### config.mk
export PLATFORM = sky130hd
export DESIGN_NAME = seq_pattern_detector_flat
export DESIGN_NICKNAME = d
export VERILOG_FILES = /design/src/rtl/seq_pattern_detector_if.sv /design/src/rtl/seq_pattern_detector.sv /design/src/flat_wrapper.sv
export SDC_FILE = /design/constraint.sdc
export NUM_CORES = 1
export LEC_CHECK = 0
export BUFFER_PORTS_ARGS = -buffer_cell sky130_fd_sc_hd__clkbuf_2
export CAP_MARGIN = 15
export CELL_PAD_IN_SITES_DETAIL_PLACEMENT = 0
export CELL_PAD_IN_SITES_GLOBAL_PLACEMENT = 2
export CORE_UTILIZATION = 33
export CTS_BUF_LIST = sky130_fd_sc_hd__clkbuf_2
export CTS_CLUSTER_DIAMETER = 50
export DETAILED_ROUTE_END_ITERATION = 7
export HOLD_SLACK_MARGIN = 0.08
export PLACE_DENSITY = 0.9
export SYNTH_ARGS = -nofsm -noshare
export SYNTH_HDL_FRONTEND = slang
export SYNTH_SLANG_ARGS = --single-unit
export TNS_END_PERCENT = 100
### constraint.sdc
create_clock -name clock_100Mhz -period 2.2 [get_ports clock_100Mhz]
set_input_delay 0.44 -clock clock_100Mhz [delete_from_list [all_inputs] [get_ports clock_100Mhz]]
set_output_delay 0.44 -clock clock_100Mhz [all_outputs]
set_load 0.05 [all_outputs]
### src/rtl/seq_pattern_detector_if.sv
// Bit-stream and configuration bundle for seq_pattern_detector.
// master: the side feeding bits/config; slave: the detector itself.
interface seq_pattern_detector_if #(
    parameter int PAT_WIDTH = 4,
    parameter int CNT_WIDTH = 8
);
    logic                 bit_in;
    logic                 bit_valid;
    logic                 cfg_load;
    logic [PAT_WIDTH-1:0] cfg_pattern;
    logic [PAT_WIDTH-1:0] cfg_mask;
    logic                 cfg_overlap;
    logic                 count_clear;
    logic                 match_pulse;
    logic [CNT_WIDTH-1:0] pattern_count;
    logic                 count_overflow;

    modport master (
        output bit_in, bit_valid, cfg_load, cfg_pattern, cfg_mask, cfg_overlap, count_clear,
        input  match_pulse, pattern_count, count_overflow
    );

    modport slave (
        input  bit_in, bit_valid, cfg_load, cfg_pattern, cfg_mask, cfg_overlap, count_clear,
        output match_pulse, pattern_count, count_overflow
    );
endinterface

### src/rtl/seq_pattern_detector.sv
// Serial pattern detector: programmable pattern and don't-care mask,
// overlapping / non-overlapping matching, saturating match counter with
// sticky overflow flag.
module seq_pattern_detector #(
    parameter int                   PAT_WIDTH     = 4,
    parameter int                   CNT_WIDTH     = 8,
    parameter logic [PAT_WIDTH-1:0] RESET_PATTERN = PAT_WIDTH'(4'b1011),
    parameter logic [PAT_WIDTH-1:0] RESET_MASK    = '1,
    parameter logic                 RESET_OVERLAP = 1'b0
) (
    input logic                   clock_100Mhz,
    input logic                   reset_n,
    seq_pattern_detector_if.slave bus
);
    localparam int FW = $clog2(PAT_WIDTH + 1);
    localparam logic [FW-1:0]        FILL_FULL = FW'(PAT_WIDTH);
    localparam logic [FW-1:0]        FILL_NEED = FW'(PAT_WIDTH - 1);
    localparam logic [CNT_WIDTH-1:0] CNT_MAX   = '1;

    // Only the newest PAT_WIDTH-1 bits are ever needed: the window is
    // completed by the bit arriving this cycle.
    logic [PAT_WIDTH-2:0] history;
    logic [FW-1:0]        fill;
    logic [PAT_WIDTH-1:0] pattern;
    logic [PAT_WIDTH-1:0] mask;
    logic                 overlap;
    logic [PAT_WIDTH-1:0] window;
    logic                 match;

    // Match decision on the window formed by stored history plus the incoming bit.
    always_comb begin
        window = {history, bus.bit_in};
        match  = 1'b0;
        if (bus.bit_valid && !bus.cfg_load && (fill >= FILL_NEED) &&
            (((window ^ pattern) & mask) == '0)) begin
            match = 1'b1;
        end
    end

    // Configuration, shift history, fill tracking and the match strobe.
    always_ff @(posedge clock_100Mhz) begin
        if (!reset_n) begin
            history         <= '0;
            fill            <= '0;
            pattern         <= RESET_PATTERN;
            mask            <= RESET_MASK;
            overlap         <= RESET_OVERLAP;
            bus.match_pulse <= 1'b0;
        end else begin
            bus.match_pulse <= match;
            if (bus.cfg_load) begin
                pattern <= bus.cfg_pattern;
                mask    <= bus.cfg_mask;
                overlap <= bus.cfg_overlap;
                history <= '0;
                fill    <= '0;
            end else if (bus.bit_valid) begin
                history <= window[PAT_WIDTH-2:0];
                if (match && !overlap) begin
                    fill <= '0;
                end else if (fill != FILL_FULL) begin
                    fill <= fill + 1'b1;
                end
            end
        end
    end

    // Saturating match counter; clear takes priority over a same-cycle match.
    always_ff @(posedge clock_100Mhz) begin
        if (!reset_n) begin
            bus.pattern_count  <= '0;
            bus.count_overflow <= 1'b0;
        end else if (bus.count_clear) begin
            bus.pattern_count  <= '0;
            bus.count_overflow <= 1'b0;
        end else if (match) begin
            if (bus.pattern_count == CNT_MAX) begin
                bus.count_overflow <= 1'b1;
            end else begin
                bus.pattern_count <= bus.pattern_count + 1'b1;
            end
        end
    end
endmodule

### src/flat_wrapper.sv
// flat-port wrapper written by rule: the top's interface ports become plain ports
module seq_pattern_detector_flat 
#(
    parameter int                   PAT_WIDTH     = 4,
    parameter int                   CNT_WIDTH     = 8,
    parameter logic [PAT_WIDTH-1:0] RESET_PATTERN = PAT_WIDTH'(4'b1011),
    parameter logic [PAT_WIDTH-1:0] RESET_MASK    = '1,
    parameter logic                 RESET_OVERLAP = 1'b0
)
  (clock_100Mhz, reset_n, bus_bit_in, bus_bit_valid, bus_cfg_load, bus_cfg_pattern, bus_cfg_mask, bus_cfg_overlap, bus_count_clear, bus_match_pulse, bus_pattern_count, bus_count_overflow);
  seq_pattern_detector_if #(.PAT_WIDTH(PAT_WIDTH), .CNT_WIDTH(CNT_WIDTH)) bus_i ();
  input logic clock_100Mhz;
  input logic reset_n;
  input wire logic [$bits(bus_i.bit_in)-1:0] bus_bit_in;
  input wire logic [$bits(bus_i.bit_valid)-1:0] bus_bit_valid;
  input wire logic [$bits(bus_i.cfg_load)-1:0] bus_cfg_load;
  input wire logic [$bits(bus_i.cfg_pattern)-1:0] bus_cfg_pattern;
  input wire logic [$bits(bus_i.cfg_mask)-1:0] bus_cfg_mask;
  input wire logic [$bits(bus_i.cfg_overlap)-1:0] bus_cfg_overlap;
  input wire logic [$bits(bus_i.count_clear)-1:0] bus_count_clear;
  output wire logic [$bits(bus_i.match_pulse)-1:0] bus_match_pulse;
  output wire logic [$bits(bus_i.pattern_count)-1:0] bus_pattern_count;
  output wire logic [$bits(bus_i.count_overflow)-1:0] bus_count_overflow;
  assign bus_i.bit_in = bus_bit_in;
  assign bus_i.bit_valid = bus_bit_valid;
  assign bus_i.cfg_load = bus_cfg_load;
  assign bus_i.cfg_pattern = bus_cfg_pattern;
  assign bus_i.cfg_mask = bus_cfg_mask;
  assign bus_i.cfg_overlap = bus_cfg_overlap;
  assign bus_i.count_clear = bus_count_clear;
  assign bus_match_pulse = bus_i.match_pulse;
  assign bus_pattern_count = bus_i.pattern_count;
  assign bus_count_overflow = bus_i.count_overflow;
  seq_pattern_detector #(.PAT_WIDTH(PAT_WIDTH), .CNT_WIDTH(CNT_WIDTH), .RESET_PATTERN(RESET_PATTERN), .RESET_MASK(RESET_MASK), .RESET_OVERLAP(RESET_OVERLAP)) u_core (.clock_100Mhz(clock_100Mhz), .reset_n(reset_n), .bus(bus_i));
endmodule
-- Yosys cells after proc, flatten, opt, wreduce, memory -nomap -nowiden
Cells that the tools add are included.
- logic and storage cells: 33
- bits in registers: 25
- add/subtract/negate cells: 2
- $lt $le $gt $ge: 1
- muxes and demuxes: 3
- bitwise operators: 4
- reductions and logical operators: 13
- eq/ne operators: 2
- operators by type and width (operator ; number):
    adder 8 x 1 -> 8 bit, second input constant ; 1
    equality test 8 bit, second input constant ; 1
    2-to-1 mux 3 bit ; 2
    AND reduction 2 bit ; 3
    AND 4 bit ; 1
    logical AND 1 bit ; 4
    logical NOT 4 bit ; 1
    OR reduction 2 bit ; 2
    bitwise XOR 4 bit ; 1
    adder 3 x 1 -> 3 bit, second input constant ; 1
    >= comparator 3 x 2 -> 1 bit, second input constant ; 1
    != test 3 bit, second input constant ; 1
    logical NOT 1 bit ; 2
    inverter 1 bit ; 2
    nonzero test 2 bit ; 1
    2-to-1 mux 1 bit ; 1

-- Longest topological paths before layout
- depth after elaboration: 8
- depth in mapped cells: 8
- depth with buffers taken out: 7

-- Worst setup path after synthesis
Ideal clock, no wire load.
- path type: register -> register
- start: reg u_core.bus.pattern_count[0]
- end: reg u_core.bus.pattern_count[4]
- arrival time: 1896 ps
- path buffers: 1
- stages on the path, launching flop included: 7
- setup slack: 234 ps
- data required time: 2130 ps
- library setup time: 70 ps
- clock period less this slack: 1966 ps
- cell sequence: dfxtp_1 > ha_1 > and3_4 > and3_1 > buf_2 > or4_1 > a21oi_1
- cells in the longest elaborated chain, start to end: 3
- elaborated cells on any way between the ends: 4
- ends and longest elaborated chain (element ; RTL line ; source):
    start, declared ; seq_pattern_detector_if.sv:25 ; output match_pulse, pattern_count, count_overflow
    start signal, assigned ; seq_pattern_detector.sv:80 ; bus.pattern_count <= bus.pattern_count + 1'b1;
    branches (longest 3 deep; another with adder 8 x 1 -> 8 bit) ; n/a ;
Several ways; the timed one is not identified.
A chain may end at the register's enable or synchronous reset.

-- Worst setup path after layout
- start: reg u_core.fill[0]
- end: reg u_core.bus.pattern_count[4]
- cells in the longest elaborated chain, start to end: 5
- ends and longest elaborated chain (element ; RTL line ; source):
    start, declared ; seq_pattern_detector.sv:23 ; logic [FW-1:0] fill;
    start signal, assigned ; seq_pattern_detector.sv:62 ; fill <= fill + 1'b1;
    >= comparator 3 x 2 -> 1 bit ; seq_pattern_detector.sv:34 ; if (bus.bit_valid && !bus.cfg_load && (fill >= FILL_NEED) &&
    logical AND 1 bit (2 in series) ; seq_pattern_detector.sv:34 ;
    2-to-1 mux 1 bit ; seq_pattern_detector.sv:34 ;
    AND reduction 2 bit (no line) ; n/a ;
Every way passes these cells.

==> flow_metrics.env <==
export IMPL_cts_root_buf="clkbuf_2"
export IMPL_ys_seq_elements=25
export IMPL_hold_viol_final=0
export IMPL_synth_nets=143
export IMPL_grt_max_degree=16
export IMPL_grt_ovfl_total=0
export IMPL_synth_cells=124
export IMPL_synthToLayoutAreaGrowth_pct=15.39
export IMPL_finalPower_w=0.0007233
export IMPL_ir_drop_mv=0.2489
export IMPL_postSynthAreaPerCell_um2=9.243
export IMPL_clock_sinks=25
export IMPL_routedWlPerCell_um=11.81
export IMPL_finalMaxSlewViolations=0
export IMPL_path_clk_slew_ns=0.25
export IMPL_p_leak_nw=0.5670
export IMPL_end_kind="register"
export IMPL_first_global_vias=851
export IMPL_setup_tns_final_ns=0
export IMPL_start_util_pct=34.35
export IMPL_drive_above_1_share_pct=25.17
export IMPL_core_um2=3337
export IMPL_numPortBuffers=24
export IMPL_rows=21
export IMPL_clkLatencyLatePin_ns=0.36
export IMPL_dp_hpwl_um=1808
export IMPL_wirelength_um=2279
export IMPL_num_vias=953
export IMPL_critical_path_class="register to register"
export IMPL_dieArea_um2=3712
export IMPL_min_from="bus_cfg_mask[2]"
export IMPL_finalSetupViolations=0
export IMPL_cts_path_max_buffers=2
export IMPL_die_w_um=60.93
export IMPL_cp_required_ns=2.52
export IMPL_cts_htree_levels=1
export IMPL_routed_via_density=4.938
export IMPL_clock_skew_ns=0.02146
export IMPL_postCtsSetupBuffers=0
export IMPL_syn_area_um2=1146
export IMPL_cts_tree="yes"
export IMPL_final_cell_mix="clkbuf_2, dfxtp_1, mux2i_1, nor2_1"
export IMPL_yosysSeqAreaShare_pct=43.67
export IMPL_diodes=0
export IMPL_grt_pass1_wl_um=3712
export IMPL_status="complete, no violations"
export IMPL_startpoint="u_core.fill[0]"
export IMPL_rsz0062_at_grt="false"
export IMPL_timing_hold_ws_ns=0.2752
export IMPL_placed_area_um2=1300
export IMPL_gp_congestion=0.7594
export IMPL_antenna_found_initial=0
export IMPL_yosys_warnings=0
export IMPL_rrSetupSlack_ns=0.21
export IMPL_nets=167
export IMPL_fin_crit_ns=1.994
export IMPL_fmaxAchievable_mhz=501.4
export IMPL_design_area_um2=1323
export IMPL_ctsResizeCount=0
export IMPL_cp_max_fo=13
export IMPL_fp_dieH_um=60.93
export IMPL_synth_cell_types=35
export IMPL_p_per_area_nw_per_um2=546.9
export IMPL_crit_reg2reg_launch="u_core.fill[0]"
export IMPL_drv_cap=0
export IMPL_dr_pass1_iters=4
export IMPL_pin_count=25
export IMPL_fin_crit_sh_pct=90.65
export IMPL_hold_buffers=0
export IMPL_ant_nets=0
export IMPL_place_inst=189
export IMPL_critPathLaunchType="register"
export IMPL_drc=0
export IMPL_cts_buffers=3
export IMPL_hold_path_class="primary input to register"
export IMPL_worst_pin_slew_ns=0.3631
export IMPL_first_iter_violations=16
export IMPL_arrival_ns=2.31
export IMPL_grt_usage_pct=13.48
export IMPL_slew_headroom_pct=75.79
export IMPL_fill_cells=358
export IMPL_fin_cells=193
export IMPL_final_common_cell="clkbuf_2"
-- worst paths after layout --
path                                                    end  cells past startpoint
worst min-delay path                         u_core.mask[2]                      3
worst min register to register    u_core.bus.count_overflow                      2
worst max-delay path            u_core.bus.pattern_count[4]                      7
worst max register to register  u_core.bus.pattern_count[4]                      7
-- layer usage --
| metal | GRT usage [%] | vias to the layer above | wire length [um] |
|---|---|---|---|
| met3 | 3.198 | 4 | 66 |
| met5 | 0 | - | 0 |
| met2 | 21.35 | 17 | 1122 |
| li1 | - | 484 | - |
| met4 | 5.519 | 0 | 21 |
| met1 | 17.64 | 448 | 1069 |
-- worst max-delay path: stages, from the launching register on --
cell and delay (ns):
dfxtp_1 0.46, ha_1 0.18, ha_1 0.14, a211oi_1 0.05, nor3_2 0.15, nand3_2 0.24, or4_1 0.57, a21oi_1 0.15
-- power breakdown --
group / switching, W / total, W / internal (W)
Sequential: 0.00000895 / 0.000475 / 0.000466
Combinational: 0.0000331 / 0.0000647 / 0.0000317
Clock: 0.000141 / 0.000183 / 0.0000422
Total: 0.000183 / 0.000723 / 0.000540
-- stage by stage --
stage | util, % | worst slack [ns]
after floorplan | - | 0.2340
after CTS | 39.63 | 0.1954
final | 39.63 | 0.2056
after global placement | 38.96 | 0.3089
after global routing | 39.63 | 0.05725
after detailed placement | 38.96 | 0.2424
-- Yosys cell counts (all sizes together) --
master   n  share of area (%)
a211oi   1               0.66
a21oi   10                4.4
a22oi    2                1.7
a31o     1               0.76
and3     4                2.7
and4b    1               0.87
buf      4                2.1
clkbuf   2               0.66
dfxtp   25                 44
ha       4                4.4
inv      5                1.6
mux2i   12                 10
nand2   10                3.3
nand2b   2                1.1
nand3    6                3.1
nand4    1               0.55
nor2    12                3.9
nor2b    1               0.55
nor3     2                1.3
o21ai    4                1.7
o21bai   1               0.66
o31ai    3                2.0
o41ai    1               0.76
or3      1               0.66
or4      4                2.6
xnor2    1               0.76
xor2     4                3.1
-- logic make-up (layout without fill, tap and decap cells) --
kind of cell | count (synthesis) | after routing | synth area share, %
multiplexers | 12 | 12 | 10.48
adder cells (fa/ha/maj) | 4 | 4 | 4.367
flip-flops | 25 | 25 | 43.67
buffers and inverters | 11 | 34 | 4.366
XOR/XNOR | 5 | 5 | 3.821
AND/OR/NAND/NOR | 44 | 44 | 20.63
AO/OA/AOI/OAI | 23 | 23 | 12.66
-- flip-flops by register name, indices dropped and copies added, names as in the netlist --
register	count
u_core.bus.pattern_count	8
u_core.mask	4
u_core.pattern	4
u_core.fill	3
u_core.history	3
u_core.bus.count_overflow	1
u_core.bus.match_pulse	1
u_core.overlap	1
-- layout make-up --
type | count | area (um^2) | share of cell area [%]
Timing Repair Buffer | 25 | 127.6 | 9.650
Clock buffer | 3 | 15.01 | 1.135
Multi-Input combinational cell | 88 | 595.6 | 45.03
Clock inverter | 1 | 7.507 | 0.5676
Inverter | 5 | 18.77 | 1.419
Sequential cell | 25 | 500.5 | 37.84
Tap cell | 46 | 57.56 | 4.352
Note: power is estimated with default switching activity, not from simulation.
